===== src/rtl/ds_scan_latch_if.sv =====
// rtl/ds_scan_latch_if.sv - result/display bus between counter chain, scan latch and display driver
interface ds_scan_latch_if;
  logic       EOC;
  logic       DU;
  logic       HALF;
  logic [3:0] D3;
  logic [3:0] D2;
  logic [3:0] D1;
  logic       POL;
  logic       OVR;
  logic [3:0] Q;
  logic [3:0] DS;
  logic       OR_N;
  logic       DSYNC;

  modport master (
    output EOC, DU, HALF, D3, D2, D1, POL, OVR,
    input  Q, DS, OR_N, DSYNC
  );

  modport slave (
    input  EOC, DU, HALF, D3, D2, D1, POL, OVR,
    output Q, DS, OR_N, DSYNC
  );
endinterface


===== src/rtl/ds_scan_latch.sv =====
// rtl/ds_scan_latch.sv - latches the 3.5-digit result at EOC and scans it MSD-first onto Q with DS strobes
module ds_scan_latch #(
  parameter int DIG_W = 18,
  parameter int GAP   = 2
) (
  input  logic          CP,
  input  logic          RST,
  ds_scan_latch_if.slave bus
);

  localparam int SLOT_N = GAP + DIG_W;
  localparam int SLOT_W = (SLOT_N > 1) ? $clog2(SLOT_N) : 1;
  localparam logic [SLOT_W-1:0] SLOT_LAST = SLOT_W'(SLOT_N - 1);
  localparam logic [SLOT_W-1:0] SLOT_GAP  = SLOT_W'(GAP);

  logic       half_q, half_d;
  logic [3:0] d3_q, d3_d;
  logic [3:0] d2_q, d2_d;
  logic [3:0] d1_q, d1_d;
  logic       pol_q, pol_d;
  logic       ovr_q, ovr_d;

  logic [SLOT_W-1:0] slot_q, slot_d;
  logic [1:0]        digit_q, digit_d;

  logic [3:0] q_q, q_d;
  logic [3:0] ds_q, ds_d;
  logic       or_n_q, or_n_d;
  logic       dsync_q, dsync_d;

  logic nib_ok;
  logic ur;
  logic active;

  always_comb begin
    half_d = half_q;
    d3_d   = d3_q;
    d2_d   = d2_q;
    d1_d   = d1_q;
    pol_d  = pol_q;
    ovr_d  = ovr_q;
    if (bus.EOC && bus.DU) begin
      half_d = bus.HALF;
      d3_d   = bus.D3;
      d2_d   = bus.D2;
      d1_d   = bus.D1;
      pol_d  = bus.POL;
      ovr_d  = bus.OVR;
    end
  end

  // value < 180 with HALF=0 reduces to D3==0, or D3==1 with D2<=7 (D1 is at most 9 here)
  always_comb begin
    nib_ok = (d3_q <= 4'd9) && (d2_q <= 4'd9) && (d1_q <= 4'd9);
    ur     = nib_ok && !half_q &&
             ((d3_q == 4'd0) || ((d3_q == 4'd1) && (d2_q <= 4'd7)));
  end

  always_comb begin
    slot_d  = slot_q + SLOT_W'(1);
    digit_d = digit_q;
    if (slot_q == SLOT_LAST) begin
      slot_d  = '0;
      digit_d = digit_q + 2'd1;
    end
  end

  // outputs are derived from the pre-edge slot/digit and latch so a capture shows one edge later
  always_comb begin
    active  = (slot_q >= SLOT_GAP);
    ds_d    = 4'b0000;
    q_d     = 4'b0000;
    dsync_d = 1'b0;
    or_n_d  = ~ovr_q;
    if (active) begin
      ds_d    = 4'b1000 >> digit_q;
      dsync_d = (digit_q == 2'd0) && (slot_q == SLOT_GAP);
      case (digit_q)
        2'd0:    q_d = {half_q, pol_q, 1'b0, ovr_q | ur};
        2'd1:    q_d = d3_q;
        2'd2:    q_d = d2_q;
        default: q_d = d1_q;
      endcase
    end
  end

  always_ff @(posedge CP) begin
    if (RST) begin
      half_q  <= 1'b0;
      d3_q    <= 4'd0;
      d2_q    <= 4'd0;
      d1_q    <= 4'd0;
      pol_q   <= 1'b0;
      ovr_q   <= 1'b0;
      slot_q  <= '0;
      digit_q <= 2'd0;
      q_q     <= 4'b0000;
      ds_q    <= 4'b0000;
      or_n_q  <= 1'b1;
      dsync_q <= 1'b0;
    end else begin
      half_q  <= half_d;
      d3_q    <= d3_d;
      d2_q    <= d2_d;
      d1_q    <= d1_d;
      pol_q   <= pol_d;
      ovr_q   <= ovr_d;
      slot_q  <= slot_d;
      digit_q <= digit_d;
      q_q     <= q_d;
      ds_q    <= ds_d;
      or_n_q  <= or_n_d;
      dsync_q <= dsync_d;
    end
  end

  assign bus.Q     = q_q;
  assign bus.DS    = ds_q;
  assign bus.OR_N  = or_n_q;
  assign bus.DSYNC = dsync_q;

endmodule


===== src/flat_wrapper.sv =====
// flat-port wrapper written by rule: the top's interface ports become plain ports
module ds_scan_latch_flat 
#(
  parameter int DIG_W = 18,
  parameter int GAP   = 2
)
  (CP, RST, bus_EOC, bus_DU, bus_HALF, bus_D3, bus_D2, bus_D1, bus_POL, bus_OVR, bus_Q, bus_DS, bus_OR_N, bus_DSYNC);
  ds_scan_latch_if bus_i ();
  input  logic CP;
  input  logic RST;
  input wire logic [$bits(bus_i.EOC)-1:0] bus_EOC;
  input wire logic [$bits(bus_i.DU)-1:0] bus_DU;
  input wire logic [$bits(bus_i.HALF)-1:0] bus_HALF;
  input wire logic [$bits(bus_i.D3)-1:0] bus_D3;
  input wire logic [$bits(bus_i.D2)-1:0] bus_D2;
  input wire logic [$bits(bus_i.D1)-1:0] bus_D1;
  input wire logic [$bits(bus_i.POL)-1:0] bus_POL;
  input wire logic [$bits(bus_i.OVR)-1:0] bus_OVR;
  output wire logic [$bits(bus_i.Q)-1:0] bus_Q;
  output wire logic [$bits(bus_i.DS)-1:0] bus_DS;
  output wire logic [$bits(bus_i.OR_N)-1:0] bus_OR_N;
  output wire logic [$bits(bus_i.DSYNC)-1:0] bus_DSYNC;
  assign bus_i.EOC = bus_EOC;
  assign bus_i.DU = bus_DU;
  assign bus_i.HALF = bus_HALF;
  assign bus_i.D3 = bus_D3;
  assign bus_i.D2 = bus_D2;
  assign bus_i.D1 = bus_D1;
  assign bus_i.POL = bus_POL;
  assign bus_i.OVR = bus_OVR;
  assign bus_Q = bus_i.Q;
  assign bus_DS = bus_i.DS;
  assign bus_OR_N = bus_i.OR_N;
  assign bus_DSYNC = bus_i.DSYNC;
  ds_scan_latch #(.DIG_W(DIG_W), .GAP(GAP)) u_core (.CP(CP), .RST(RST), .bus(bus_i));
endmodule

===== config.mk =====
export PLATFORM = sky130hd
export DESIGN_NAME = ds_scan_latch_flat
export DESIGN_NICKNAME = d
export VERILOG_FILES = /design/src/rtl/ds_scan_latch_if.sv /design/src/rtl/ds_scan_latch.sv /design/src/flat_wrapper.sv
export SDC_FILE = /design/constraint.sdc
export NUM_CORES = 1
export LEC_CHECK = 0
export ABC_CLOCK_PERIOD_IN_PS = 1900
export BUFFER_PORTS_ARGS = -buffer_cell sky130_fd_sc_hd__buf_2
export CORE_MARGIN = 3
export CORE_UTILIZATION = 40
export CTS_BUF_LIST = sky130_fd_sc_hd__clkbuf_4
export CTS_CLUSTER_SIZE = 20
export DETAILED_ROUTE_END_ITERATION = 10
export PLACE_DENSITY_LB_ADDON = 0.3
export REMOVE_ABC_BUFFERS = 1
export SYNTH_ARGS = -nofsm -noshare
export SYNTH_HDL_FRONTEND = slang
export SYNTH_SLANG_ARGS = --single-unit
export TNS_END_PERCENT = 1

===== constraint.sdc =====
create_clock -name CP -period 1.9 [get_ports CP]
set_clock_uncertainty 0.2 [all_clocks]
set_input_delay 0.19 -clock CP [delete_from_list [all_inputs] [get_ports CP]]
set_output_delay 0.19 -clock CP [all_outputs]
set_load 0.01 [all_outputs]

Word-level counts from Yosys, hierarchy flattened
Cells that the tools add are included.
- flip-flop bits (word level): 32
- input bits: 19
- word-level logic and storage cells: 42
- add/sub/neg operators: 2
- order comparisons: 5
- equal/unequal tests: 5
- shift-type cells: 1
- muxes and demuxes: 1
- bitwise gates (word level): 3
- reductions and logical operators: 13
- operators by type and width (kind ; number):
    $le 4x4->1 const B ; 3
    $pmux 4 s3 ; 1
    $logic_and 1x1->1 ; 7
    $add 5x1->5 const B ; 1
    $eq 5x2->1 const B ; 1
    $eq 5x5->1 const B ; 1
    $ge 5x2->1 const B ; 1
    $eq 4x1->1 const B ; 1
    $le 4x3->1 const B ; 1
    $logic_not 4->1 ; 1
    $reduce_or 2->1 ; 2
    $shr 4x2->4 const A ; 1
    $add 2x1->2 const B ; 1
    $eq 2x1->1 const B ; 1
    $eq 2x2->1 const B ; 1
    $logic_not 2->1 ; 1
    $not 1->1 ; 2
    $logic_not 1->1 ; 1
    $logic_or 1x1->1 ; 1
    $or 1x1->1 ; 1

Logic depth before layout (Yosys ltp)
Gate-level depths: netlist (run 1).
- depth after elaboration: 7
- depth in mapped cells: 5
- mapped depth without buffers: 5

Worst setup path after synthesis (run 1)
No wires, ideal clock.
- path kind: register to register
- from: register u_core.digit_q[1]
- to: register u_core.q_q[0] (netlist: u_core.bus.Q[0])
- library setup time: 0.127 ns
- arrival: 1.342 ns
- required time: 1.573 ns
- slack: 0.232 ns
- stages on the path, launching flop included: 6
- buffers on the path: 0
- period minus slack after synthesis: 1.668 ns
- cell sequence: dfxtp_1 inv_1 ha_1 a221o_1 a311oi_1 nor3_1
- cells in the longest elaborated chain, start to end: 2
- elaborated cells between the ends (all ways): 4
- ends and longest elaborated chain (item ; RTL line ; text):
    start: declaration ; ds_scan_latch.sv:24 ; logic [1:0] digit_q, digit_d;
    start signal: assignment ; ds_scan_latch.sv:109 ; digit_q <= digit_d;
    $eq 2x2->1 (tied with other cells) ; ds_scan_latch.sv:78 ; case (digit_q)
    $pmux 4 s3 (*) ; ds_scan_latch.sv:78 ;
    end signal: assignment ; ds_scan_latch.sv:110 ; q_q <= q_d;
    end: declaration ; ds_scan_latch.sv:26 ; logic [3:0] q_q, q_d;
Every way passes the cells marked *; elsewhere a longest branch is shown, timed or not.
A chain may end at the register's enable or synchronous reset.

Worst setup path in the final report (run 1)
Ends and elaborated chain as after synthesis.

==> impl_metrics.yaml, run 1 <==
cts:
  clock_latency_ns: 0.33
  cts_setup_buffers: 0
  cts_tree: "yes"
  clock-sinks: 32
  cts_buffers: 5
  h-tree-depth: 2
  clock_path_buffers: 2
  clk_root_buffer_cell: "clkbuf_4"
  path_clk_slew_ns: 0.09
floorplanning:
  core_um2: 2880
  num_io_pins: 29
  std_cell_rows: 19
  die_w_um: 62.3
  initial_core_util_pct: 44.1
  die_y_um: 62.3
  die_area_um2: 3880
worst_setup_path:
  startpoint: "u_core.digit_q[1]"
  crit_required_ns: 1.92
  worstPathArrival_ns: 1.75
  endpoint_kind: "flip-flop"
  cp_num_buf_inv: 1
  rr_startpoint: "u_core.digit_q[1]"
  cp_cell_sequence: "inv_1 -> ha_1 -> a221o_1 -> a311oi_1 -> nor3_1"
  crit_end: "u_core.bus.Q[0]"
  worstReg2RegEnd: "u_core.bus.Q[0]"
  path_max_fanout: 6
  startpoint_type: "flip-flop"
  r2r_cells: 5
  cp_slowest_stage_delay_ns: 0.38
  critical_path_class: "reg -> reg"
  r2r_slack_ns: 0.17
  crit_cells: 5
  cp_top_family: "compound AO/OA/AOI/OAI gates"
  crit_slowest_cell: "dfxtp_2"
layout:
  diodes: 0
  area_delta_synth_final_pct: 33.9
  n_fill_cell: 259
  drive_above_1_share_pct: 21.1
  final_nets: 218
sta:
  hold_viol_final: 0
  postLayoutSetupSlackWorst_ns: 0.167
  layout_worst_path_cycle_share_pct: 91.2
  layout_min_cycle_time_ns: 1.73
  fmax_mhz: 577
  rsz0062_at_grt: "no"
  worstMarginPinSlew_ns: 0.533
  slew_headroom_pct: 64.5
  slew_viol_final: 0
  fin_setup_tns_ns: 0
  setup_viol: 0
placed_design:
  gp_congestion: 0.809
  place_ws_ns: 0.106
  portBuffers: 28
  dp_hpwl_um: 2010
synth:
  synth_edf_count: 0
  synth_top_area_share_pct: 50.5
  synth.avg_cell_area_um2: 8.86
  synth_most_common_cell: "nand2_1"
  syn_area_um2: 1270
  ys_warn_count: 0
  synthCells: 143
  async_flop_share_pct: 0
  yosysTopAreaCell: "dfxtp_1"
  yosys_register_bits: 32
  yosys-top-cells-area: "dfxtp_1, nand2_1, a21oi_1, ha_1, nor3_1"
  synth_cell_types: 30
  synthTopCellsByCount: "nand2_1, dfxtp_1, a21oi_1, nor2_1, nor3_1"
  seq_area_frac_synth_pct: 50.5
  synthFlopType: "dfxtp_1"
global_route:
  grtUsageMet3_pct: 6.85
  grt_max_degree: 16
  grt_pass1_wl_um: 5030
  grt_pass1_vias: 1162
  antenna_found_initial: 0
  grt_util_met2_pct: 27.4
  use_met1_pct: 18.6
  grt_busiest_layer: "met2"
  grt_usage_pct: 16.8
  grt-ovfl-total: 0
route:
  drt_pass1_iterations: 4
  routedWlPerCell_um: 12.4
  vias: 1158
  vias_per_cell: 4.91
  postRouteAntennaNets: 0
  drc_errors: 0
  totalWireLength_um: 2930
  drt_iter0_markers: 35
run_status:
  outcome: "finished clean"
power_and_ir_drop:
  vdd_ir_drop_max_uv: 344
  power_density_nw_per_um2: 734
  p_leak_nw: 0.710
flow_run:
  cap_violations: 0
worst_hold_path:
  hold_path.class: "reg -> reg"
==> worst min path at each step <==
stage | cells past startpoint | startpoint | end
finish | 1 | u_core.ovr_q | u_core.bus.OR_N
global route | 1 | u_core.ovr_q | u_core.bus.OR_N
CTS | 1 | u_core.ovr_q | u_core.bus.OR_N
detailed placement | 1 | u_core.ovr_q | u_core.bus.OR_N
global placement | 1 | u_core.ovr_q | u_core.bus.OR_N
floorplan | 1 | RST | u_core.d1_q[0]
==> flip-flops by register name (all words and copies together) (netlist names) <==
register          flops
u_core.ovr_q          1
u_core.digit_q        2
u_core.slot_q         5
u_core.pol_q          1
u_core.bus.OR_N       1
u_core.bus.Q          4
u_core.bus.DS         4
u_core.d2_q           4
u_core.half_q         1
u_core.d3_q           4
u_core.d1_q           4
u_core.bus.DSYNC      1
==> where the power goes <==
group | internal [mW] | switching [mW] | total (mW)
Combinational | 0.0767 | 0.0662 | 0.143
Clock | 0.170 | 0.211 | 0.382
Sequential | 0.698 | 0.0220 | 0.720
==> layer usage <==
metal	share of wire (%)	wire, µm
met5	0	0
met4	2.0	60
met3	6.3	185
met2	47	1390
met1	44	1300
==> worst reg2reg max path: cells and delay by family, from the launching register on <==
family / cells / cell delay (ns)
compound gates: 2 / 0.62
flops: 1 / 0.38
fa+ha+maj: 1 / 0.24
buf+inv: 1 / 0.10
simple gates: 1 / 0.08
==> cells in the final DEF, fill, tap and decap left out, drive strengths merged <==
| master | count |
|---|---|
| o311ai | 1 |
| ha | 6 |
| o21a | 2 |
| nand2 | 35 |
| a21oi | 16 |
| dfxtp | 32 |
| and3b | 1 |
| nor3 | 7 |
| or3 | 1 |
| xnor2 | 2 |
| a221o | 1 |
| and2 | 1 |
| xor2 | 1 |
| mux2i | 1 |
| nand2b | 1 |
| inv | 5 |
| and4bb | 1 |
| or2 | 1 |
| clkinv | 1 |
| o21ai | 3 |
| dlygate4sd3 | 19 |
| a221oi | 1 |
| nor2 | 9 |
| nor2b | 3 |
| buf | 29 |
| clkbuf | 7 |
| a311oi | 1 |
| a222oi | 2 |
| nor4 | 1 |
| o31ai | 2 |
| nand3 | 1 |
==> area by class of cell <==
class,count,area (µm²),share of cell area [%]
Sequential cell,32,643,37.9
Multi-Input combinational cell,101,588,34.7
Timing Repair Buffer,48,338,19.9
Clock buffer,7,52.6,3.10
Tap cell,42,52.6,3.10
Inverter,5,18.8,1.11
Clock inverter,1,3.75,0.221
==> logic make-up (layout without fill, tap and decap cells) <==
kind of cell	count (synthesis)	in the layout	share of synthesized area, %
and+or+nand+nor	62	62	22.2
DFF	32	32	50.5
AOI/OAI and AO/OA	29	29	15.4
buffers and inverters	10	61	3.06
adders and majority gates	6	6	5.92
xor gates and xnor gates	3	3	2.07
muxes	1	1	0.790
==> through the flow <==
stage	instance area, µm²	power, mW	hold slack, ns	instances	utilization, %
after floorplan	1250	0.796	0.0591	138	-
after global placement	1450	0.843	0.219	209	50.3
after global routing	1700	1.30	0.259	236	59.0
final	1700	1.24	0.232	236	59.0
after CTS	1690	1.26	0.230	236	58.9
after detailed placement	1450	0.848	0.211	209	50.3
==> repair_timing <==
action                                 CTS  global route
resized for setup                        0             2
endpoints found under the hold margin   20             0
hold buffers                            19             0
setup endpoints to repair                0             1
Note: power is estimated with default switching activity, not from simulation.
==> run 2, diff against run 1 <==
ABC_CLOCK_PERIOD_IN_PS = 1700   (was 1900)
PLACE_DENSITY = 0.7   (was not set)
PLACE_DENSITY_LB_ADDON = not set   (was 0.3)
RECOVER_POWER = 100   (was not set)
clock period = 1.7 ns   (was 1.9 ns; I/O delays follow)
==> run 2 against run 1 <==
Effect of this change: the run now ends with negative setup slack left; critical path depth increased by 1; cell count increased by 2.5%; via count increased by 2.6%; sequential share of layout area decreased by 1.4 points.
==> impl_metrics.yaml, run 2 (synthesis results as in run 1) <==
cts:
  cts_buffers: 5
  clock_path_buffers: 2
  path_clk_slew_ns: 0.10
  h-tree-depth: 2
  clock-sinks: 32
  clk_root_buffer_cell: "clkbuf_4"
  clock_latency_ns: 0.32
  cts_tree: "yes"
placed_design:
  dp.cells: 214
  dp_hpwl_um: 2110
  place_ws_ns: -0.00236
  portBuffers: 28
  gp_congestion: 0.816
route:
  totalWireLength_um: 3120
  drc_errors: 0
  routedWlPerCell_um: 12.9
  drt_pass1_iterations: 4
  vias: 1188
  drt_iter0_markers: 41
  vias_per_cell: 4.91
  postRouteAntennaNets: 0
layout:
  layout_commonest_cell: "nand2_1"
  mostFrequentLayoutCells: "nand2_1, dfxtp_1, dlygate4sd3_1"
  drive_above_1_share_pct: 19.5
  diodes: 0
  largest_register_ffs: 5
  multiInputGateArea_um2: 599
  area_delta_synth_final_pct: 39.1
  seq_area_um2: 643
  regMostFlops: "u_core.slot_q"
  n_fill_cell: 254
  fin_util_pct: 61.3
  final_nets: 224
  final_cell_count_no_fill: 242
worst_hold_path:
  hold_path.class: "reg -> reg"
power_and_ir_drop:
  p_leak_nw: 0.709
  power_density_nw_per_um2: 872
  vdd_ir_drop_max_uv: 488
  power_mw: 1.54
sta:
  slew_viol_final: 0
  layout_min_cycle_time_ns: 1.70
  rsz0062_at_grt: "yes"
  whs_ns: 0.248
  worstMarginPinSlew_ns: 0.497
  hold_viol_final: 0
  slew_headroom_pct: 66.9
  postLayoutSetupSlackWorst_ns: -0.00178
  setup_viol: 1
  layout_worst_path_cycle_share_pct: 100
  fmax_mhz: 588
global_route:
  grt_pass1_vias: 1181
  grt_pass1_wl_um: 5260
  antenna_found_initial: 0
  grt-ovfl-total: 0
  grt_usage_pct: 17.0
  grt_max_degree: 16
floorplanning:
  die_area_um2: 3880
  core_um2: 2880
  die_y_um: 62.3
  num_io_pins: 29
  std_cell_rows: 19
  die_w_um: 62.3
  initial_core_util_pct: 44.1
worst_setup_path:
  startpoint_type: "flip-flop"
  critical_path_class: "reg -> reg"
  endpoint_kind: "flip-flop"
  path_max_fanout: 4
  worstPathArrival_ns: 1.73
  crit_required_ns: 1.72
run_status:
  outcome: "complete, but fails checks"
  violations: "negative setup slack"
flow_run:
  cap_violations: 0
[run 2: per-layer routing]
metal | routed length [µm] | track usage [%]
met1 | 1350 | 19.3
met4 | 74 | 10.2
met3 | 167 | 4.86
met5 | 0 | 0
met2 | 1530 | 28.4
[run 2: worst paths after layout]
check / startpoint / slack [ns] / endpoint / cells past startpoint
max: u_core.digit_q[0] / -0.002 / u_core.bus.Q[3] / 6
min: u_core.ovr_q / 0.25 / u_core.bus.OR_N / 1
max reg2reg: u_core.digit_q[0] / -0.002 / u_core.bus.Q[3] / 6
min reg2reg: u_core.ovr_q / 0.25 / u_core.bus.OR_N / 1
[run 2: per-stage QoR]
step | cell area [µm²] | setup TNS (ns)
final | 1760 | -0.00178
after global routing | 1760 | -0.0585
after CTS | 1770 | 0
after detailed placement | 1490 | -0.00236
after global placement | 1490 | 0
after floorplan | 1250 | 0
[run 2: power breakdown]
group | internal (mW) | switching, mW
Clock | 0.324 | 0.247
Sequential | 0.781 | 0.0259
Combinational | 0.0850 | 0.0751
Total | 1.19 | 0.348
[run 2: layout make-up]
| cell class | count | share of cell area (%) |
|---|---|---|
| inverter | 5 | 1.06 |
| clock inverter | 2 | 1.99 |
| clock buffer | 6 | 2.56 |
| multi-input combinational | 101 | 34.0 |
| sequential | 32 | 36.5 |
| timing repair buffer | 54 | 20.9 |
| tap | 42 | 2.98 |
[run 2: worst max-delay path, stage by stage, from the launching register on]
cell	delay, ns
dfxtp_1	0.39
inv_1	0.08
buf_4	0.15
ha_1	0.25
a222oi_1	0.33
o21a_1	0.16
nor2_1	0.04
[run 2: what timing repair did]
action                     4_1_cts  5_1_grt
hold buffers                    20        0
gates cloned                     0        0
setup endpoints to repair        1        4
setup buffers                    0        0
hold endpoints to repair        19        0
resized for setup                1        4
==> run 3, diff against run 2 <==
CORE_UTILIZATION = 54   (was 40)
PLACE_DENSITY = 0.88   (was 0.7)
SETUP_SLACK_MARGIN = 0.5   (was not set)
==> run 3 against run 2 <==
Effect of this change: the flow now finishes without violations; sequential share of layout area up 1.4 points; sequential cell count unchanged; clock power down 39%; sequential power about the same; routed wire length up 16%; hold slack worse by 0.19 ns; core utilization up 21 points; largest cell class unchanged; largest power group unchanged.
==> impl_metrics.yaml, run 3 (synthesis results as in run 1) <==
run_status:
  outcome: "finished clean"
cts:
  cts_tree: "yes"
  clk_root_buffer_cell: "clkbuf_4"
  path_clk_slew_ns: 0.09
  h-tree-depth: 2
  cts_buffers: 5
  clock_path_buffers: 2
  clock_latency_ns: 0.31
  clock-sinks: 32
worst_setup_path:
  worstPathArrival_ns: 1.62
  startpoint_type: "flip-flop"
  path_max_fanout: 7
  cp_cell_sequence: "buf_2 -> ha_4 -> buf_4 -> a221oi_1 -> nor3_1"
  crit_required_ns: 1.69
  critical_path_class: "reg -> reg"
  cp_slowest_stage_delay_ns: 0.37
  crit_slowest_cell: "dfxtp_4"
  endpoint_kind: "flip-flop"
power_and_ir_drop:
  p_int_uw: 997
  vdd_ir_drop_max_uv: 636
  clkPwrFrac_pct: 26.5
  power_mw: 1.32
  power_density_nw_per_um2: 769
  p_switching_uw: 324
  p_leak_nw: 0.671
  p_comb_share_pct: 12.3
  power_frac_seq_pct: 61.2
  p_sw_share_pct: 24.5
global_route:
  grt_pass1_wl_um: 5180
  grt-ovfl-total: 0
  grt_pass1_vias: 1176
  antenna_found_initial: 0
  grt_usage_pct: 25.2
  grt_max_degree: 23
sta:
  layout_worst_path_cycle_share_pct: 96.2
  layout_min_cycle_time_ns: 1.64
  hold_viol_final: 0
  slew_headroom_pct: 50.4
  fmax_mhz: 612
  setup_viol: 0
  whs_ns: 0.0611
  slew_viol_final: 0
  rsz0062_at_grt: "yes"
  worstMarginPinSlew_ns: 0.744
  fin_setup_tns_ns: 0
route:
  drc_errors: 0
  totalWireLength_um: 3620
  routedWlPerCell_um: 16.5
  vias_per_cell: 5.88
  drt_iter0_markers: 113
  postRouteAntennaNets: 0
  vias: 1288
  drt_pass1_iterations: 5
floorplanning:
  die_w_um: 54.4
  std_cell_rows: 16
  die_y_um: 54.4
  initial_core_util_pct: 60.9
  num_io_pins: 29
  core_um2: 2080
  die_area_um2: 2960
layout:
  final_nets: 219
  drive_above_1_share_pct: 22.4
  largest_register_ffs: 5
  stdcell_area_um2: 1720
  area_delta_synth_final_pct: 35.4
  mostFrequentLayoutCells: "nand2_1, dfxtp_1, buf_2"
  regMostFlops: "u_core.slot_q"
  layout_commonest_cell: "nand2_1"
  diodes: 0
worst_hold_path:
  hold_path.class: "in -> reg"
placed_design:
  post_dp_cell_area_um2: 1450
  dp_hpwl_um: 2050
  portBuffers: 28
  gp_congestion: 0.900
flow_run:
  cap_violations: 0
## run 3: changes by cell type in the layout (fill, tap and decap cells not counted), sizes merged
| cell | before | now |
|---|---|---|
| dlygate4sd3 | 20 | 15 |
| clkbuf | 17 | 15 |
| buf | 23 | 24 |
| bufinv | 1 | 0 |
| clkinv | 1 | 0 |
## run 3: power by group through the flow
stage	clock [mW]	sequential, mW	combinational, mW
floorplan	0	0.820	0.0690
global placement	0	0.820	0.117
detailed placement	0	0.823	0.124
CTS	0.352	0.806	0.151
global route	0.377	0.810	0.179
finish	0.350	0.809	0.162
## run 3: routing by layer
layer  vias up  wire [µm]  GRT usage, %
met5         -          0             0
met4         0        154          12.4
met3        25        349          7.08
met2        89       1790          44.6
met1       586       1330          27.2
li1        588          -             -
## run 3: final cells by class
class	count	area, µm²
inverters	5	21.3
clock buffers	5	37.5
repair buffers	49	328
well taps	27	33.8
flip-flops and latches	32	651
fillers	125	365
multi-input cells	101	646
## run 3: critical path: cells and delay by family, from the launching register on
| kind | cells | cell delay, ns |
|---|---|---|
| flops | 1 | 0.37 |
| compound gates | 1 | 0.35 |
| buf+inv | 2 | 0.32 |
| fa+ha+maj | 1 | 0.17 |
| simple gates | 1 | 0.11 |
## run 3: per-stage QoR
step	cells	utilization (%)	setup slack [ns]
detailed placement	197	69.7	0.00664
floorplan	138	-	0.0319
global route	219	82.5	0.0413
finish	219	82.5	0.0649
CTS	218	81.0	0.138
global placement	197	69.7	0.0749
## run 3: what timing repair did
action                                 4_1_cts  5_1_grt
pin swaps                                    4        4
buffers inserted                             1        1
setup endpoints to repair                   15       15
endpoints found under the hold margin       15        0
gates resized for setup                     13        8
hold buffers                                15        0
gates cloned                                 0        0
## run 3: worst paths after layout
kind	start	end	slack [ns]	depth (start not counted)
max	u_core.digit_q[0]	u_core.bus.Q[1]	0.06	5
min	RST	u_core.digit_q[0]	0.06	2
max reg2reg	u_core.digit_q[0]	u_core.bus.Q[1]	0.06	5
min reg2reg	u_core.ovr_q	u_core.bus.OR_N	0.26	1
